===== src/rtl/sram_stream_reader.sv =====
// Streams `length` consecutive SRAM words from `base_addr` as a valid/ready stream.
// Reads are issued against credits so the 2-entry output FIFO can never overflow.
module sram_stream_reader #(
  parameter int WORD_WIDTH = 256,
  parameter int ADDR_WIDTH = 10,
  parameter int LEN_WIDTH  = 11
) (
  input  logic                  clk,
  input  logic                  rst,
  input  logic                  start,
  input  logic [ADDR_WIDTH-1:0] base_addr,
  input  logic [LEN_WIDTH-1:0]  length,
  output logic                  busy,
  output logic                  done,
  output logic                  sram_cen,
  output logic                  sram_wen,
  output logic [ADDR_WIDTH-1:0] sram_addr,
  input  logic [WORD_WIDTH-1:0] sram_q,
  output logic [WORD_WIDTH-1:0] out_data,
  output logic                  out_valid,
  input  logic                  out_ready,
  output logic                  out_last
);

  typedef enum logic [1:0] {IDLE, READ, DRAIN, FINISH} state_t;

  state_t                state_reg;
  logic [ADDR_WIDTH-1:0] addr_reg;
  logic [LEN_WIDTH-1:0]  rem_reg;
  logic                  busy_reg;
  logic                  done_reg;
  logic                  inflight_reg;
  logic                  inflight_last_reg;

  logic [WORD_WIDTH-1:0] mem_reg  [2];
  logic                  last_reg [2];
  logic                  wr_ptr_reg;
  logic                  rd_ptr_reg;
  logic [1:0]            count_reg;

  logic       push;
  logic       pop;
  logic       issue;
  logic [2:0] occ;

  assign out_valid = (count_reg != 2'd0);
  assign pop       = out_valid & out_ready;
  assign push      = inflight_reg;

  // Entries that will be held once this cycle's pop and the word already in flight settle.
  assign occ   = {1'b0, count_reg} + {2'b0, inflight_reg} - {2'b0, pop};
  assign issue = (state_reg == READ) && (occ < 3'd2);

  assign sram_cen  = ~issue;
  assign sram_wen  = 1'b1;
  assign sram_addr = addr_reg;
  assign busy      = busy_reg;
  assign done      = done_reg;
  assign out_data  = mem_reg[rd_ptr_reg];
  assign out_last  = out_valid & last_reg[rd_ptr_reg];

  always_ff @(posedge clk or posedge rst) begin
    if (rst) begin
      state_reg         <= IDLE;
      addr_reg          <= '0;
      rem_reg           <= '0;
      busy_reg          <= 1'b0;
      done_reg          <= 1'b0;
      inflight_reg      <= 1'b0;
      inflight_last_reg <= 1'b0;
    end else begin
      inflight_reg      <= issue;
      inflight_last_reg <= issue && (rem_reg == LEN_WIDTH'(1));
      case (state_reg)
        IDLE: begin
          done_reg <= 1'b0;
          if (start) begin
            addr_reg <= base_addr;
            rem_reg  <= length;
            busy_reg <= 1'b1;
            if (length == '0) begin
              state_reg <= FINISH;
              done_reg  <= 1'b1;
            end else begin
              state_reg <= READ;
            end
          end
        end
        READ: begin
          if (issue) begin
            rem_reg <= rem_reg - LEN_WIDTH'(1);
            // Hold the final address so an idle bus shows the last word read.
            if (rem_reg == LEN_WIDTH'(1)) state_reg <= DRAIN;
            else                          addr_reg  <= addr_reg + ADDR_WIDTH'(1);
          end
        end
        DRAIN: begin
          if (pop && out_last) begin
            state_reg <= FINISH;
            done_reg  <= 1'b1;
          end
        end
        FINISH: begin
          done_reg  <= 1'b0;
          busy_reg  <= 1'b0;
          state_reg <= IDLE;
        end
        default: state_reg <= IDLE;
      endcase
    end
  end

  always_ff @(posedge clk or posedge rst) begin
    if (rst) begin
      wr_ptr_reg <= 1'b0;
      rd_ptr_reg <= 1'b0;
      count_reg  <= 2'd0;
    end else begin
      if (push) wr_ptr_reg <= ~wr_ptr_reg;
      if (pop)  rd_ptr_reg <= ~rd_ptr_reg;
      count_reg <= count_reg + {1'b0, push} - {1'b0, pop};
    end
  end

  generate
    for (genvar gi = 0; gi < 2; gi++) begin : g_entry
      always_ff @(posedge clk or posedge rst) begin
        if (rst) begin
          mem_reg[gi]  <= '0;
          last_reg[gi] <= 1'b0;
        end else if (push && (wr_ptr_reg == 1'(gi))) begin
          mem_reg[gi]  <= sram_q;
          last_reg[gi] <= inflight_last_reg;
        end
      end
    end
  endgenerate

endmodule


===== config.mk =====
export PLATFORM = sky130hd
export DESIGN_NAME = sram_stream_reader
export DESIGN_NICKNAME = d
export VERILOG_FILES = /design/src/rtl/sram_stream_reader.sv
export SDC_FILE = /design/constraint.sdc
export NUM_CORES = 1
export LEC_CHECK = 0
export ABC_AREA = 1
export ABC_CLOCK_PERIOD_IN_PS = 17800
export CAP_MARGIN = 10
export CORE_ASPECT_RATIO = 1.4
export CORE_UTILIZATION = 42
export DETAILED_ROUTE_END_ITERATION = 6
export HOLD_SLACK_MARGIN = 0.12
export PLACE_DENSITY = 0.75
export SYNTH_ARGS = -nofsm -noshare
export SYNTH_HDL_FRONTEND = slang
export SYNTH_SLANG_ARGS = --single-unit
export TNS_END_PERCENT = 20

===== constraint.sdc =====
create_clock -name clk -period 17.8 [get_ports clk]
set_clock_uncertainty 0.05 [all_clocks]
set_input_delay 1.78 -clock clk [delete_from_list [all_inputs] [get_ports clk]]
set_output_delay 1.78 -clock clk [all_outputs]
set_load 0.01 [all_outputs]

=== Word level (Yosys, flattened, before mapping) ===
Cells that the tools add are included.

* Add/sub/neg operators: 6
* Order comparisons: 2
* Equality and inequality tests: 9
* Muxes and demuxes: 25
* Bitwise gates (word level): 6
* Reduce and logical (&&, ||, !) cells: 16

{| class="wikitable"
|+ Operators with widths
! cell !! number
|-
| two-way mux 256 bit || 3
|-
| two-way mux 10 bit || 3
|-
| two-way mux 11 bit || 2
|-
| case mux 11 bit (2 select lines) || 1
|-
| case mux 10 bit (2 select lines) || 1
|-
| equality test 11 x 1 -> 1 bit (second input constant) || 1
|-
| zero test 11 bit || 1
|-
| subtractor 11 x 1 -> 11 bit (second input constant) || 1
|-
| adder 10 x 1 -> 10 bit (second input constant) || 1
|-
| two-way mux 2 bit || 5
|-
| != test 2 bit (second input constant) || 4
|-
| case mux 2 bit (4 select lines) || 1
|-
| AND reduction 4 bit || 2
|-
| two-way mux 1 bit || 7
|-
| nonzero test 2 bit || 3
|-
| logical AND 1 bit || 5
|-
| equality test 2 bit (second input constant) || 2
|-
| AND reduction 2 bit || 2
|-
| adder 2 x 1 -> 3 bit || 1
|-
| < comparator 3 x 2 -> 1 bit (second input constant) || 1
|-
| NOT 1 bit || 3
|-
| case mux 1 bit (3 select lines) || 1
|-
| AND reduction 3 bit || 1
|-
| nonzero test 3 bit || 1
|-
| other kinds (10) || 11
|}

* Bits in registers: 545
* Bits of input ports: 281
* Output and inout port bits: 272
* Logic and storage cells: 78

=== Depth between registers and ports, before layout ===
* Depth after elaboration: 8
* Gate-level depth with buffers: 17
* Mapped depth without buffers: 17

=== Worst setup path before layout ===
OpenSTA, ideal clock, no wires.

* Kind: input -> output
* Start: input port out_ready
* End: output port sram_cen
* Data arrival time: 3.149 ns
* Data required time: 15.970 ns
* Setup slack: 12.821 ns
* Stages on the path: 10
* Path buffers: 0
* Cells stage by stage: nand2_1 inv_1 ha_1 inv_1 ha_1 fa_1 inv_1 nand3_2 nor2_1 inv_1

* Cells in the longest elaborated chain, start to end: 5

{| class="wikitable"
|+ Ends and longest elaborated chain
! element !! RTL line !! source
|-
| start: declaration || 21 || <nowiki>input logic out_ready,</nowiki>
|-
| AND 1 bit || 47 || <nowiki>assign pop = out_valid & out_ready;</nowiki>
|-
| net pop || 42 || <nowiki>logic pop;</nowiki>
|-
| subtractor 3 x 1 -> 3 bit || 51 || <nowiki>assign occ = {1'b0, count_reg} + {2'b0, inflight_reg} - {2'b0, pop};</nowiki>
|-
| net occ[1] || 44 || <nowiki>logic [2:0] occ;</nowiki>
|-
| < comparator 3 x 2 -> 1 bit || 52 || <nowiki>assign issue = (state_reg == READ) && (occ < 3'd2);</nowiki>
|-
| logical AND 1 bit || 52 ||
|-
| net issue || 43 || <nowiki>logic issue;</nowiki>
|-
| NOT 1 bit || 54 || <nowiki>assign sram_cen = ~issue;</nowiki>
|-
| end: declaration || 15 || <nowiki>output logic sram_cen,</nowiki>
|}

The timed path passes the listed nets, and every way through them passes these cells.

=== Final worst setup path ===
* Start: register rd_ptr_reg
* End: output port out_data[92]

* Cells in the longest elaborated chain, start to end: 4

{| class="wikitable"
|+ Ends and longest elaborated chain
! element !! RTL line !! source
|-
| start: declaration || 38 || <nowiki>logic rd_ptr_reg;</nowiki>
|-
| start signal: assignment || 120 || <nowiki>if (pop) rd_ptr_reg <= ~rd_ptr_reg;</nowiki>
|-
| NOT 1 -> 2 bit (not written as such) || 59 || <nowiki>assign out_data = mem_reg[rd_ptr_reg];</nowiki>
|-
| two-way mux 256 bit (not written as such) (3 in series) || 59 ||
|-
| end: declaration || 19 || <nowiki>output logic [WORD_WIDTH-1:0] out_data,</nowiki>
|}

Every way passes these cells. The select of a mux whose other input is x is not followed.

==> summary.md <==
| Metric | Value |
|---|---|
| Run status | `finished, final reports clean` |
| Gate count after technology mapping | `a little over 3000` |
| Final TNS setup | `0 ns` |
| Setup Fix Bufs, Post-CTS | `0` |
| Worst-path clk slew | `about 0.060 ns` |
| Worst Tran Pin Value | `between 1 and 1.5 ns` |
| Crit-path max FO | `108` |
| Final-report max-slew violation count | `0` |
| CTS tree | `built` |
| IO Port Bufs | `551` |
| Critical path data required time | `15.97 ns` |
| Fin crit share | `a little over a third` |
| Most common cell after layout, fill and taps aside | `nand2_1` |
| Synthesis-to-layout area growth | `29.6%` |
| Post-Layout Cell Count | `between 4000 and 5000` |
| Final #Nets | `~3800` |
| Routed Antenna Nets | `0` |
| Critical path class | `reg -> out` |
| Drt initial violations | `roughly 1400` |
| Syn Area/Cell | `8.23 um^2` |
| Cell area after synthesis | `~25000 um^2` |
| Worst skew pair latency | `about 0.59 ns` |
| Sequential area share after synthesis | `a little over half` |
| DRC viols | `0` |
| Hold Crit Class | `reg -> reg` |
| Fin util | `between 50% and 60%` |
| Slack of the critical path | `approximately 11 ns` |
| Die Y | `292 um` |
| CTS buffer count | `53` |
| FF+latch count, synth | `545` |
| Pre-CTS setup slack | `roughly 12 ns` |
| Design Area, Final | `roughly 33000 um^2` |
| Slew Limit Headroom | `24.6%` |
| Worst VDD drop | `~0.18 mV` |
| Post-cts repair resize count | `0` |
| Clk root buf | `clkbuf_16` |
| Site Rows | `between 100 and 150` |
| Hold buffers post-CTS | `0` |
| Vias in the first global route | `around 20000` |
| DRT Pass-1 Iters | `5` |
| Share of layout cells above drive strength 1 | `a little under a tenth` |
| DP Cell Count | `~4200` |
| Routed length per instance | `approximately 16 um` |
| Syn_nets | `roughly 3400` |
| Critical path data arrival time | `4.55 ns` |
| Vias per inst | `4.81` |
| Post-DP HPWL | `45.3 mm` |
| Post-synthesis cell type count | `30` |
| Die area | `between 60000 and 70000 um^2` |
| RSZ-0062 raised after global routing | `false` |
| IO Pins | `roughly 550` |
| Final Hold Fails | `0` |
| Post-place instance area | `between 30000 and 40000 um^2` |
| Starting density of the core | `42.8%` |
| First-pass GRT wire length | `109 mm` |
| Routed WL | `67.7 mm` |
| Largest register FFs | `512` |
| Core Region | `about 59000 um^2` |
| Most frequent cells in the layout | `nand2_1 (1399), clkdlybuf4s50_1 (551), dfrtp_1 (544), inv_1 (300), o21ai_0 (286)` |
| Leak | `~17 nW` |
| GR Util All Layers | `between 20% and 30%` |
| Max Clk Rate | `157 MHz` |
| Pin count of the biggest net entering global routing | `between 200 and 250` |
| Routed vias | `about 21000` |
| Final GP Congestion | `roughly 0.86` |
| Crit start category | `flop` |
| Worst Setup End Kind | `output pin` |
| H-tree depth | `2` |
| Max cap viols | `0` |
| Clk buf depth | `3` |
| Grt ovf | `0` |
| Die X | `209 um` |
| Tmin final | `6.38 ns` |
| TritonCTS Sinks | `545` |
| PD cells | `205 nW/um^2` |
| Final setup fails | `0` |
| Initial antenna violation count | `22` |
| Ys Warns | `0` |
[power by group]
part / total (mW) / switching, mW / internal (mW) / leakage, nW
registers: 2.25 / 0.362 / 1.88 / 6.56
logic: 3.26 / 1.77 / 1.49 / 9.17
clock network: 1.20 / 0.486 / 0.715 / 0.930
[synthesized netlist by cell type (all sizes together)]
cell / number / area, um^2
nand2: 1402 / 5270
dfrtp: 545 / 13600
o21ai: 537 / 3450
inv: 306 / 1150
buf: 109 / 865
clkbuf: 70 / 263
nand3: 29 / 155
nor2: 29 / 119
ha: 9 / 113
a21oi: 7 / 35.0
or2: 7 / 43.8
nand3b: 4 / 30.0
nand4: 4 / 25.0
xor2: 3 / 26.3
and2: 1 / 6.26
clkinv: 1 / 3.75
conb: 1 / 3.75
fa: 1 / 20.0
nor3: 1 / 5.00
[cell type report]
cell class              count  area [um^2]
well taps                 749          937
inverters                 307         1170
clock inverters            20          267
multi-input cells        2035         9320
repair buffers            568         5690
clock buffers              79         1620
diodes                     20         50.0
flip-flops and latches    545        13600
fillers                  5391        26300
[critical path: stages (launching register included)]
cell             delay, ns
dfrtp_4               0.46
buf_4                 0.31
inv_8                 0.55
buf_4                 0.84
buf_4                 0.74
nand2_1               0.13
nand2_1               0.10
clkdlybuf4s50_1       0.54
[routing by layer]
metal / vias up / wire, um / track usage (%)
met2: 619 / 33600 / 37.6
met1: 9672 / 26400 / 25.7
met3: 159 / 4700 / 5.82
met4: 2 / 2940 / 11.2
li1: 10300 / - / -
met5: - / 16 / 0
[final timing paths]
| path | slack (ns) | to | depth (start not counted) | from |
|---|---|---|---|---|
| max | 11.42 | out_data[92] | 7 | rd_ptr_reg |
| min | 0.43 | mem_reg[457] | 2 | mem_reg[457] |
| max reg2reg | 13.61 | mem_reg[368] | 7 | inflight_reg |
| min reg2reg | 0.43 | mem_reg[457] | 2 | mem_reg[457] |
| max in group asynchronous | 13.43 | rd_ptr_reg | 4 | rst |
| min in group asynchronous | 1.76 | mem_reg[57] | 2 | rst |
[cell families (layout without fill, tap and decap cells)]
logic type | Yosys count | count (layout) | synth area share (%)
AOI/OAI and AO/OA | 544 | 544 | 13.8
xor gates and xnor gates | 3 | 3 | 0.104
adders and majority gates | 10 | 10 | 0.526
buffers and inverters | 486 | 974 | 9.04
DFF | 545 | 545 | 54.1
other | 1 | 21 | 0.0149
and+or+nand+nor | 1477 | 1477 | 22.4
[through the flow]
| step | hold slack (ns) | power, mW |
|---|---|---|
| 2_1_floorplan | 0.399 | 4.12 |
| 3_3_place_gp | 0.414 | 5.47 |
| 3_5_place_dp | 0.414 | 5.53 |
| 4_1_cts | 0.433 | 6.77 |
| 5_1_grt | 0.445 | 7.22 |
| 6_report | 0.429 | 6.71 |
No activity file was read; power rests on OpenSTA's default activity.
